===== src/rtl/mips_pkg.sv =====
// Shared MIPS definitions: datapath width, HI/LO unit op encodings and FSM states.
package mips_pkg;

  localparam int XLEN = 32;

  typedef enum logic [1:0] {
    OP_MULT  = 2'b00,
    OP_MULTU = 2'b01,
    OP_DIV   = 2'b10,
    OP_DIVU  = 2'b11
  } op_e;

  typedef enum logic [1:0] {
    ST_IDLE = 2'b00,
    ST_RUN  = 2'b01,
    ST_FIX  = 2'b10
  } state_e;

  function automatic logic op_is_signed(input op_e op);
    return (op == OP_MULT) || (op == OP_DIV);
  endfunction

  function automatic logic op_is_div(input op_e op);
    return (op == OP_DIV) || (op == OP_DIVU);
  endfunction

endpackage


===== src/rtl/muldiv_step.sv =====
// One iteration of the sequential multiplier/divider on a {HI,LO} accumulator:
// shift-add for multiply, restoring shift-subtract for divide.
module muldiv_step
  import mips_pkg::*;
#(
  parameter int WIDTH = XLEN
) (
  input  logic               is_div_i,
  input  logic [2*WIDTH-1:0] acc_i,
  input  logic [WIDTH-1:0]   operand_i,
  output logic [2*WIDTH-1:0] acc_o
);

  logic [WIDTH:0] sum;
  logic [WIDTH:0] rem;
  logic [WIDTH:0] diff;

  // Multiply keeps the carry out of the upper half; divide uses the borrow
  // of the trial subtraction to decide the quotient bit.
  always_comb begin
    sum  = {1'b0, acc_i[2*WIDTH-1:WIDTH]} + (acc_i[0] ? {1'b0, operand_i} : '0);
    rem  = acc_i[2*WIDTH-1:WIDTH-1];
    diff = rem - {1'b0, operand_i};
    if (is_div_i) begin
      if (diff[WIDTH]) begin
        acc_o = {rem[WIDTH-1:0], acc_i[WIDTH-2:0], 1'b0};
      end else begin
        acc_o = {diff[WIDTH-1:0], acc_i[WIDTH-2:0], 1'b1};
      end
    end else begin
      acc_o = {sum, acc_i[WIDTH-1:1]};
    end
  end

endmodule


===== src/rtl/muldiv_seq.sv =====
// Sequential MIPS HI/LO unit: MULT/MULTU/DIV/DIVU in STEPS iterations on
// magnitudes, with a final sign-fix cycle, plus MTHI/MTLO writes while idle.
module muldiv_seq
  import mips_pkg::*;
#(
  parameter int WIDTH = XLEN,
  parameter int STEPS = XLEN
) (
  input  logic             clk,
  input  logic             rst_n,
  input  logic             start_i,
  input  logic [1:0]       op_i,
  input  logic [WIDTH-1:0] a_i,
  input  logic [WIDTH-1:0] b_i,
  input  logic             abort_i,
  input  logic             mthi_i,
  input  logic             mtlo_i,
  input  logic [WIDTH-1:0] wdata_i,
  output logic [WIDTH-1:0] hi_o,
  output logic [WIDTH-1:0] lo_o,
  output logic             busy_o,
  output logic             done_o,
  output logic             dz_o
);

  localparam int CW = $clog2(STEPS + 1);
  localparam int AW = 2 * WIDTH;

  state_e           state_q, state_d;
  op_e              op_q, op_d, op_in;
  logic [CW-1:0]    cnt_q, cnt_d;
  logic [AW-1:0]    acc_q, acc_d, step_acc;
  logic [WIDTH-1:0] opnd_q, opnd_d;
  logic             neg_q_q, neg_q_d;
  logic             neg_r_q, neg_r_d;
  logic             dz_pend_q, dz_pend_d;
  logic [WIDTH-1:0] hi_q, hi_d, lo_q, lo_d;
  logic             busy_q, busy_d, done_q, done_d, dz_q, dz_d;
  logic             in_signed, in_div;
  logic [WIDTH-1:0] abs_a, abs_b;

  assign op_in     = op_e'(op_i);
  assign in_signed = op_is_signed(op_in);
  assign in_div    = op_is_div(op_in);
  assign abs_a     = (in_signed && a_i[WIDTH-1]) ? -a_i : a_i;
  assign abs_b     = (in_signed && b_i[WIDTH-1]) ? -b_i : b_i;

  muldiv_step #(.WIDTH(WIDTH)) u_step (
    .is_div_i (op_is_div(op_q)),
    .acc_i    (acc_q),
    .operand_i(opnd_q),
    .acc_o    (step_acc)
  );

  always_comb begin
    state_d   = state_q;
    op_d      = op_q;
    cnt_d     = cnt_q;
    acc_d     = acc_q;
    opnd_d    = opnd_q;
    neg_q_d   = neg_q_q;
    neg_r_d   = neg_r_q;
    dz_pend_d = dz_pend_q;
    hi_d      = hi_q;
    lo_d      = lo_q;
    done_d    = 1'b0;
    dz_d      = 1'b0;
    unique case (state_q)
      ST_IDLE: begin
        if (mthi_i) hi_d = wdata_i;
        if (mtlo_i) lo_d = wdata_i;
        if (start_i) begin
          op_d    = op_in;
          neg_q_d = in_signed && (a_i[WIDTH-1] ^ b_i[WIDTH-1]);
          neg_r_d = in_signed && a_i[WIDTH-1];
          if (in_div && (b_i == '0)) begin
            dz_pend_d = 1'b1;
            state_d   = ST_FIX;
          end else begin
            dz_pend_d = 1'b0;
            cnt_d     = CW'(STEPS);
            state_d   = ST_RUN;
            // Divide shifts the dividend out of LO; multiply shifts the multiplier out.
            if (in_div) begin
              acc_d  = {{WIDTH{1'b0}}, abs_a};
              opnd_d = abs_b;
            end else begin
              acc_d  = {{WIDTH{1'b0}}, abs_b};
              opnd_d = abs_a;
            end
          end
        end
      end
      ST_RUN: begin
        if (abort_i) begin
          state_d = ST_IDLE;
        end else begin
          acc_d = step_acc;
          cnt_d = cnt_q - 1'b1;
          if (cnt_q == CW'(1)) state_d = ST_FIX;
        end
      end
      ST_FIX: begin
        state_d = ST_IDLE;
        if (!abort_i) begin
          done_d = 1'b1;
          dz_d   = dz_pend_q;
          if (!dz_pend_q) begin
            if (op_is_div(op_q)) begin
              lo_d = neg_q_q ? -acc_q[WIDTH-1:0] : acc_q[WIDTH-1:0];
              hi_d = neg_r_q ? -acc_q[AW-1:WIDTH] : acc_q[AW-1:WIDTH];
            end else begin
              {hi_d, lo_d} = neg_q_q ? -acc_q : acc_q;
            end
          end
        end
      end
      default: state_d = ST_IDLE;
    endcase
    busy_d = (state_d != ST_IDLE);
  end

  always_ff @(posedge clk or negedge rst_n) begin
    if (!rst_n) begin
      state_q   <= ST_IDLE;
      op_q      <= OP_MULT;
      cnt_q     <= '0;
      acc_q     <= '0;
      opnd_q    <= '0;
      neg_q_q   <= 1'b0;
      neg_r_q   <= 1'b0;
      dz_pend_q <= 1'b0;
      hi_q      <= '0;
      lo_q      <= '0;
      busy_q    <= 1'b0;
      done_q    <= 1'b0;
      dz_q      <= 1'b0;
    end else begin
      state_q   <= state_d;
      op_q      <= op_d;
      cnt_q     <= cnt_d;
      acc_q     <= acc_d;
      opnd_q    <= opnd_d;
      neg_q_q   <= neg_q_d;
      neg_r_q   <= neg_r_d;
      dz_pend_q <= dz_pend_d;
      hi_q      <= hi_d;
      lo_q      <= lo_d;
      busy_q    <= busy_d;
      done_q    <= done_d;
      dz_q      <= dz_d;
    end
  end

  assign hi_o   = hi_q;
  assign lo_o   = lo_q;
  assign busy_o = busy_q;
  assign done_o = done_q;
  assign dz_o   = dz_q;

endmodule


===== config.mk =====
export PLATFORM = sky130hd
export DESIGN_NAME = muldiv_seq
export DESIGN_NICKNAME = d
export VERILOG_FILES = /design/src/rtl/mips_pkg.sv /design/src/rtl/muldiv_step.sv /design/src/rtl/muldiv_seq.sv
export SDC_FILE = /design/constraint.sdc
export NUM_CORES = 1
export LEC_CHECK = 0
export ABC_AREA = 1
export BUFFER_PORTS_ARGS = -buffer_cell sky130_fd_sc_hd__buf_2
export CAP_MARGIN = 20
export CORE_UTILIZATION = 45
export CTS_CLUSTER_SIZE = 28
export DETAILED_ROUTE_END_ITERATION = 8
export PLACE_DENSITY = 0.68
export SYNTH_ARGS = -nofsm -noshare
export SYNTH_HDL_FRONTEND = slang
export SYNTH_HIERARCHICAL = 1
export SYNTH_SLANG_ARGS = --single-unit

===== constraint.sdc =====
create_clock -name clk -period 5.2 [get_ports clk]
set_input_delay 1.04 -clock clk [delete_from_list [all_inputs] [get_ports clk]]
set_output_delay 1.04 -clock clk [all_outputs]
set_load 0.02 [all_outputs]

Yosys cells after proc, flatten, opt, wreduce, memory -nomap -nowiden
Cells that the tools add are included.

Register bits: 176. Latch bits: 0. RAM bits: 0. ROM bits: 0. Input bits: 104. Output and inout port bits: 67. Word-level logic and storage cells: 93. Memories: 0.

$add $sub $neg: 8. $mul: 0. Div/mod/pow operators: 0. $lt $le $gt $ge: 0. Eq/ne operators: 14. Shifts and indexed selects: 0. Muxes and demuxes: 38. Bitwise operators: 2. Reductions and logical operators: 18.

Operators with widths (number): $mux 32 (15); $mux 64 (6); $neg 32->32 (4); $pmux 32 s2 (2); $pmux 64 s2 (1); $neg 64->64 (1); $add 32x33->33 (1); $sub 33x32->33 (1); $logic_not 32->1 (1); $mux 6 (3); $ne 2x2->1 const B (7); $pmux 6 s2 (1); $reduce_and 4->1 (3); $eq 2x2->1 const B (5); $mux 2 (4); $eq 6x1->1 const B (1); $reduce_bool 2->1 (3); $sub 6x1->6 const B (1); $mux 1 (5); $logic_and 1x1->1 (4); $logic_not 2->1 (2); $pmux 2 s2 (1); $logic_or 1x1->1 (3); $reduce_and 3->1 (1); other kinds (4) (4).

Depth between registers and ports, before layout
Gate-level depths: netlist of the first run.

Depth after elaboration: 8. Mapped depth: 20. Mapped depth without buffers: 19.

Hierarchy
The synthesis of the first run kept the hierarchy.

By module, submodules not included: muldiv_seq (instances 1, cells an instance 1979, area each 12708.4 µm², sequential area each 4379.2 µm²); muldiv_step (instances 1, cells an instance 1308, area each 6356.1 µm², sequential area each 0.0 µm²).

Least setup slack after synthesis of the first run
No wires, ideal clock.

Path type: register to register. From: reg acc_q[0]. To: reg acc_q[43]. Setup time: 130 ps. Arrival time: 2490 ps. Required time: 5070 ps. Slack: 2580 ps. Cell stages (with the launch flop): 18. Path buffers: 2. Clock period less this slack: 2620 ps. Cell sequence: dfrtp_1 > clkbuf_1 > clkbuf_1 > nand2_1 > inv_1 > ha_1 > fa_1 > nand3_1 > nand2_1 > nand2_1 > o211ai_1 > nand2_1 > nand2_1 > or2_2 > nand3_1 > nand2_1 > nand3_1 > o21ai_0.

Longest elaborated chain between the ends: 5.

Ends and longest elaborated chain: start: declaration (line muldiv_seq.sv:32) `logic [AW-1:0] acc_q, acc_d, step_acc;`; start signal: assignment (line muldiv_seq.sv:128) `acc_q <= '0;`; start signal: assignment (line muldiv_seq.sv:142) `acc_q <= acc_d;`; $mux 32 (line muldiv_step.sv:21) `sum = {1'b0, acc_i[2*WIDTH-1:WIDTH]} + (acc_i[0] ? {1'b0, operand_i} : '0);`; $add 32x33->33 (line muldiv_step.sv:21); $mux 64 (line muldiv_step.sv:24) `if (is_div_i) begin`; via step_acc[43] (line muldiv_seq.sv:32); $mux 64 (line muldiv_seq.sv:95) `if (abort_i) begin`; $pmux 64 s2 (line muldiv_seq.sv:68) `unique case (state_q)`.

The timed path passes the listed nets, and every way through them passes these cells. The select of a mux whose other input is x is not followed. A chain may end at the register's enable or synchronous reset.

Final worst setup path of the first run
From: reg acc_q[0]. To: reg acc_q[60].

Same word-level chain as after synthesis.

==> results of run 1 <==
[where the power goes]
group	internal [mW]	total, mW	switching, mW
logic	2.57	8.03	5.47
clock network	0.626	1.26	0.631
registers	1.90	2.85	0.955
[cells by family (layout without fill, tap and decap cells)]
family	after synthesis	after routing	share of synthesized area (%)
simple gates	1988	1988	45.2
buf+inv	539	646	11.2
compound gates	470	470	13.8
flops	175	175	23.0
fa+ha+maj	72	72	4.80
xor+xnor	43	43	1.98
other cells	0	1	0
[flip-flops by register name, indices dropped and copies added (netlist names)]
name       cells
opnd_q        32
dz_o           1
neg_q_q        1
acc_q         64
done_o         1
cnt_q          6
op_q           1
hi_o          32
neg_r_q        1
dz_pend_q      1
state_q        2
busy_o         1
lo_o          32
[placed cells by master (no fill, tap or decap), types with 3 or more instances in the layout]
cell type	netlist	layout
nand3_1	436	436
nand2_2	19	19
dfrtp_1	175	174
clkbuf_16	0	17
nand3_2	3	3
a31oi_1	22	22
a21boi_0	8	8
nand2_4	6	6
buf_2	32	169
xor2_1	31	31
o21ai_1	13	13
a21o_1	5	5
o21ai_0	162	162
o21bai_1	18	18
clkinv_4	0	4
a21boi_1	5	5
and2_1	8	8
nor3_1	23	23
nor2_2	9	10
a2bb2oi_1	7	7
nand2_1	1002	1002
inv_2	7	7
o31ai_1	4	4
inv_1	415	415
nor2_4	7	8
a21oi_1	186	186
buf_4	3	19
xnor2_1	12	12
or2_2	39	39
nand4_1	29	29
ha_1	70	70
nand3b_1	31	31
o21a_1	6	6
o211ai_1	25	25
clkinv_2	0	4
nor2_1	366	364
[final timing paths]
path	startpoint	end	slack, ns	cells after the start
setup / recovery	acc_q[0]	acc_q[60]	1.87	15
hold / removal	hi_o[1]	hi_o[1]	0.48	2
setup reg to reg	acc_q[0]	acc_q[60]	1.87	15
hold reg to reg	hi_o[1]	hi_o[1]	0.48	2
max in group asynchronous	rst_n	lo_o[22]	3.64	2
min in group asynchronous	rst_n	hi_o[9]	0.63	1
[final cells by class]
type,count,area [µm²],share of cell area (%)
multi-input combinational,2573,12600,60.4
tap,539,674,3.24
antenna,1,2.50,0.0120
inverter,424,1590,7.66
sequential,175,4380,21.1
clock buffer,17,425,2.05
clock inverter,15,135,0.650
timing repair buffer,190,1020,4.91
[through the flow]
stage               utilization [%]  power, mW
global route                   49.7       13.1
global placement               48.3       10.6
CTS                            49.7       11.9
detailed placement             48.3       10.6
floorplan                         -       8.26
finish                         49.7       12.1
[worst max-delay path: stages (launching register included)]
cell and delay, ns:
dfrtp_1 0.82, buf_4 0.35, nand2_1 0.09, inv_1 0.07
ha_1 0.22, a21oi_1 0.11, o21ai_0 0.22, a21oi_1 0.12
o21ai_0 0.50, nand2_1 0.20, nand2_1 0.10, nand2_1 0.05
nand3_1 0.07, nand2_1 0.06, nand3_1 0.08, o21ai_1 0.08
[layer usage]
metal | wire length, µm | vias to the layer above
met5 | 0 | -
met4 | 2520 | 0
met3 | 6490 | 133
met2 | 33300 | 1040
met1 | 32700 | 10073
li1 | - | 10784
==> flow_metrics.env, run 1 <==
export IMPL_final_area_um2=20800
export IMPL_cts_resized=0
export IMPL_synth_edf_count=0
export IMPL_port_buffers=170
export IMPL_startpoint_type="flop"
export IMPL_cts_made_buffers=17
export IMPL_arrival_ns=3.64
export IMPL_cp_end_kind="flop"
export IMPL_nFillCells=4628
export IMPL_htreeDepth=4
export IMPL_grt_overflow=0
export IMPL_ys_seq_elements=175
export IMPL_cts_tree="done"
export IMPL_power_density_nw_per_um2=584
export IMPL_ant_nets=0
export IMPL_worst_pin_slew_ns=1.02
export IMPL_syn_num_nets=3463
export IMPL_synth_flop_cell="dfrtp_1"
export IMPL_worst_slack_ns=1.87
export IMPL_grt_pass1_vias=19651
export IMPL_ys_types=52
export IMPL_rsz0062_at_grt="false"
export IMPL_via_per_inst=5.60
export IMPL_cts_clk_slew_worst_paths_ns=0.08
export IMPL_die_area_um2=43200
export IMPL_die_w_um=208
export IMPL_core_rowCount=75
export IMPL_dp_cells=3901
export IMPL_yosysTopAreaCell="dfrtp_1"
export IMPL_hold_class="reg -> reg"
export IMPL_grt_max_degree=109
export IMPL_placed_area_um2=20200
export IMPL_post_route_period_util_pct=64.0
export IMPL_synth_cell_area_um2=19100
export IMPL_synth_top_area_share_pct=23.0
export IMPL_routedWlPerCell_um=19.1
export IMPL_period_minus_slack_ns=3.33
export IMPL_synth_area_per_cell_um2=5.80
export IMPL_drv_cap=0
export IMPL_syn_inst=3287
export IMPL_hpwl_um=60500
export IMPL_nets=3557
export IMPL_hold_viol=0
export IMPL_grtUsageMet3_pct=6.31
export IMPL_grt_busiest_layer="met2"
export IMPL_drt_pass1_iterations=8
export IMPL_synth_area_leaders="dfrtp_1, nand2_1, nand3_1"
export IMPL_max_slew_margin_pct=32.0
export IMPL_initial_core_util_pct=45.6
export IMPL_ys_async_sr_fraction_pct=100
export IMPL_grt_pass1_wl_um=114000
export IMPL_max_freq_mhz=300
export IMPL_cts_root_buf="clkbuf_16"
export IMPL_yosys_cell_count_top_type="nand2_1"
export IMPL_vdd_drop_max_v=0.000421
export IMPL_ys_warn_count=6
export IMPL_cts_buffer_depth=2
export IMPL_status="finished clean"
export IMPL_tns_ns=0
export IMPL_ctsHoldBuffers=0
export IMPL_post_place_ws_ns=1.65
export IMPL_skew_ns=0.0183
export IMPL_place_congestion=1.04
export IMPL_dieHeight_um=208
export IMPL_layout_cells_non_filler=3934
export IMPL_crit_fanout=18
export IMPL_worstSkewPairLatency_ns=0.47
export IMPL_setup_violations=0
export IMPL_post_cts_buffers=0
export IMPL_drc_errors=0
export IMPL_boundaryPins=171
export IMPL_cts_num_sinks=175
export IMPL_syn2layout_area_growth_pct=9.04
export IMPL_met2_usage_pct=53.7
export IMPL_drive_gt1_share_pct=9.69
export IMPL_holdWs_ns=0.481
export IMPL_leakagePower_nw=10.9
export IMPL_required_ns=5.51
export IMPL_antenna_found_initial=1
export IMPL_wl_um=75000
export IMPL_synth_seq_area_share_pct=23.0
export IMPL_worstSetupPathType="reg -> reg"
export IMPL_grt_util_met1_pct=46.9
export IMPL_first_iter_violations=2583
export IMPL_slew_violations=0
export IMPL_core_area_um2=41900
export IMPL_grtUsageTotal_pct=34.2
export IMPL_synth_commonest_cells="nand2_1, nand3_1, inv_1"
export IMPL_vias=22030
No activity file was read; power rests on OpenSTA's default activity.
==> inputs of run 2 (changes only) <==
clock period = 3.2 ns   (was 5.2 ns; I/O delays follow)
==> flow_metrics.env, run 2 (same netlist as run 1, synthesis figures left out) <==
export IMPL_layout_common_cells="nand2_1, nand3_1, inv_1, nor2_1, a21oi_1"
export IMPL_worst_pin_slew_ns=0.810
export IMPL_antenna_found_initial=2
export IMPL_routedWlPerCell_um=19.7
export IMPL_grt_overflow=0
export IMPL_grtUsageTotal_pct=35.8
export IMPL_hold_class="in -> async"
export IMPL_worstSkewPairLatency_ns=0.47
export IMPL_cp_end_kind="flop"
export IMPL_crit_fanout=6
export IMPL_setup_violations=0
export IMPL_max_freq_mhz=331
export IMPL_initial_core_util_pct=45.6
export IMPL_met2_usage_pct=55.9
export IMPL_cts_made_buffers=17
export IMPL_startpoint_type="flop"
export IMPL_vdd_drop_max_v=0.000644
export IMPL_grt_busiest_layer="met2"
export IMPL_skew_ns=0.0116
export IMPL_grtUsageMet3_pct=5.96
export IMPL_htreeDepth=4
export IMPL_cpPeakStageDelay_ns=0.44
export IMPL_worstSetupPathType="reg -> reg"
export IMPL_grt_max_degree=109
export IMPL_required_ns=3.54
export IMPL_hold_viol=0
export IMPL_grt_util_met1_pct=48.7
export IMPL_status="finished clean"
export IMPL_cp_cell_sequence="inv_1 > ha_1 > fa_1 > inv_1 > nand2_1 > nand2_1 > nand2_1 > o21bai_1 > nand2_1 > nand2_1 > nand2_1 > nand3_1 > nand3_1 > nand2_1 > nand2_1 > nand3_1 > o21ai_0"
export IMPL_grt_pass1_wl_um=118000
export IMPL_wl_um=78300
export IMPL_final_area_um2=21300
export IMPL_die_w_um=208
export IMPL_drive_gt1_share_pct=11.0
export IMPL_post_cts_buffers=0
export IMPL_holdWs_ns=0.206
export IMPL_ant_nets=0
export IMPL_slew_violations=0
export IMPL_tns_ns=0
export IMPL_cts_clk_slew_worst_paths_ns=0.08
export IMPL_layout_cells_non_filler=3980
export IMPL_via_per_inst=5.60
export IMPL_leakagePower_nw=11.2
export IMPL_power_total_mw=20.7
export IMPL_first_iter_violations=2848
export IMPL_drt_pass1_iterations=6
export IMPL_vias=22291
export IMPL_crit_family="simple AND/OR/NAND/NOR gates"
export IMPL_post_route_period_util_pct=94.3
export IMPL_drc_errors=0
export IMPL_core_area_um2=41900
export IMPL_path_common_cell="nand2_1"
export IMPL_largest_register_ffs=64
export IMPL_dieHeight_um=208
export IMPL_cp_slowest_cell="fa_1"
export IMPL_nets=3604
export IMPL_ctsHoldBuffers=0
export IMPL_cts_buffer_depth=2
export IMPL_mostFrequentLayoutCell="nand2_1"
export IMPL_die_area_um2=43200
export IMPL_place_congestion=1.08
export IMPL_crit_buf_inv=2
export IMPL_cts_num_sinks=175
export IMPL_arrival_ns=3.35
export IMPL_nFillCells=4606
export IMPL_cts_resized=0
export IMPL_r2r_slack_ns=0.18
export IMPL_syn2layout_area_growth_pct=11.5
export IMPL_period_minus_slack_ns=3.02
export IMPL_placed_area_um2=20600
export IMPL_cts_tree="done"
export IMPL_insertedDiodeCount=0
export IMPL_port_buffers=170
export IMPL_core_rowCount=75
export IMPL_regMostFlops="acc_q"
export IMPL_grt_pass1_vias=20109
export IMPL_hpwl_um=64200
export IMPL_boundaryPins=171
export IMPL_cts_root_buf="clkbuf_16"
export IMPL_dp_cells=3948
export IMPL_drv_cap=0
export IMPL_power_density_nw_per_um2=974
export IMPL_max_slew_margin_pct=46.0
export IMPL_rsz0062_at_grt="false"
[run 2: changes by cell type in the layout (fill, tap and decap cells not counted), sizes merged]
cell	delta
diode	-1
clkinv	-6
buf	+47
inv	+5
bufinv	+1
[run 2: worst reg2reg max path, stage by stage, from the launching register on]
cell and delay [ns]:
dfrtp_1 0.42, inv_1 0.11, ha_1 0.25, fa_1 0.44, inv_1 0.10, nand2_1 0.07, nand2_1 0.08, nand2_1 0.13
o21bai_1 0.38, nand2_1 0.13, nand2_1 0.15, nand2_1 0.11, nand3_1 0.15, nand3_1 0.09, nand2_1 0.07, nand2_1 0.05
nand3_1 0.07, o21ai_0 0.08
[run 2: final timing paths]
path,from,end,cells after the start
min in group clk,abort_i,done_o,2
hold / removal,rst_n,hi_o[13],1
setup reg to reg,acc_q[31],acc_q[62],17
setup / recovery,acc_q[31],acc_q[62],17
hold reg to reg,hi_o[7],hi_o[7],2
max in group asynchronous,rst_n,opnd_q[24],2
[run 2: layer usage]
layer	part of all wire, %	wire length, µm	up-vias
met5	0.045	35	-
li1	-	-	10874
met2	44	34300	1076
met4	4.3	3370	6
met1	43	33600	10176
met3	9.0	7060	159
[run 2: per-stage QoR]
step / utilization, % / setup WS (ns)
6_report: 50.8 / 0.181
5_1_grt: 50.8 / 0.0120
4_1_cts: 50.8 / 0.266
3_5_place_dp: 49.3 / 0.296
3_3_place_gp: 49.3 / 0.243
2_1_floorplan: - / 0.580
[run 2: cell type report]
class / count / area, µm² / share of cell area, %
Multi-Input combinational cell: 2573 / 12600 / 59.1
Sequential cell: 175 / 4380 / 20.6
Inverter: 424 / 1590 / 7.48
Timing Repair Buffer: 237 / 1420 / 6.69
Tap cell: 539 / 674 / 3.17
Clock buffer: 17 / 425 / 2.00
Clock inverter: 15 / 206 / 0.971
[run 2: power by group]
part	switching, mW	internal (mW)	leakage, nW
sequential	1.30	3.09	2.09
combinational	9.63	4.44	8.79
clock	1.11	1.15	0.306
total	12.0	8.67	11.2
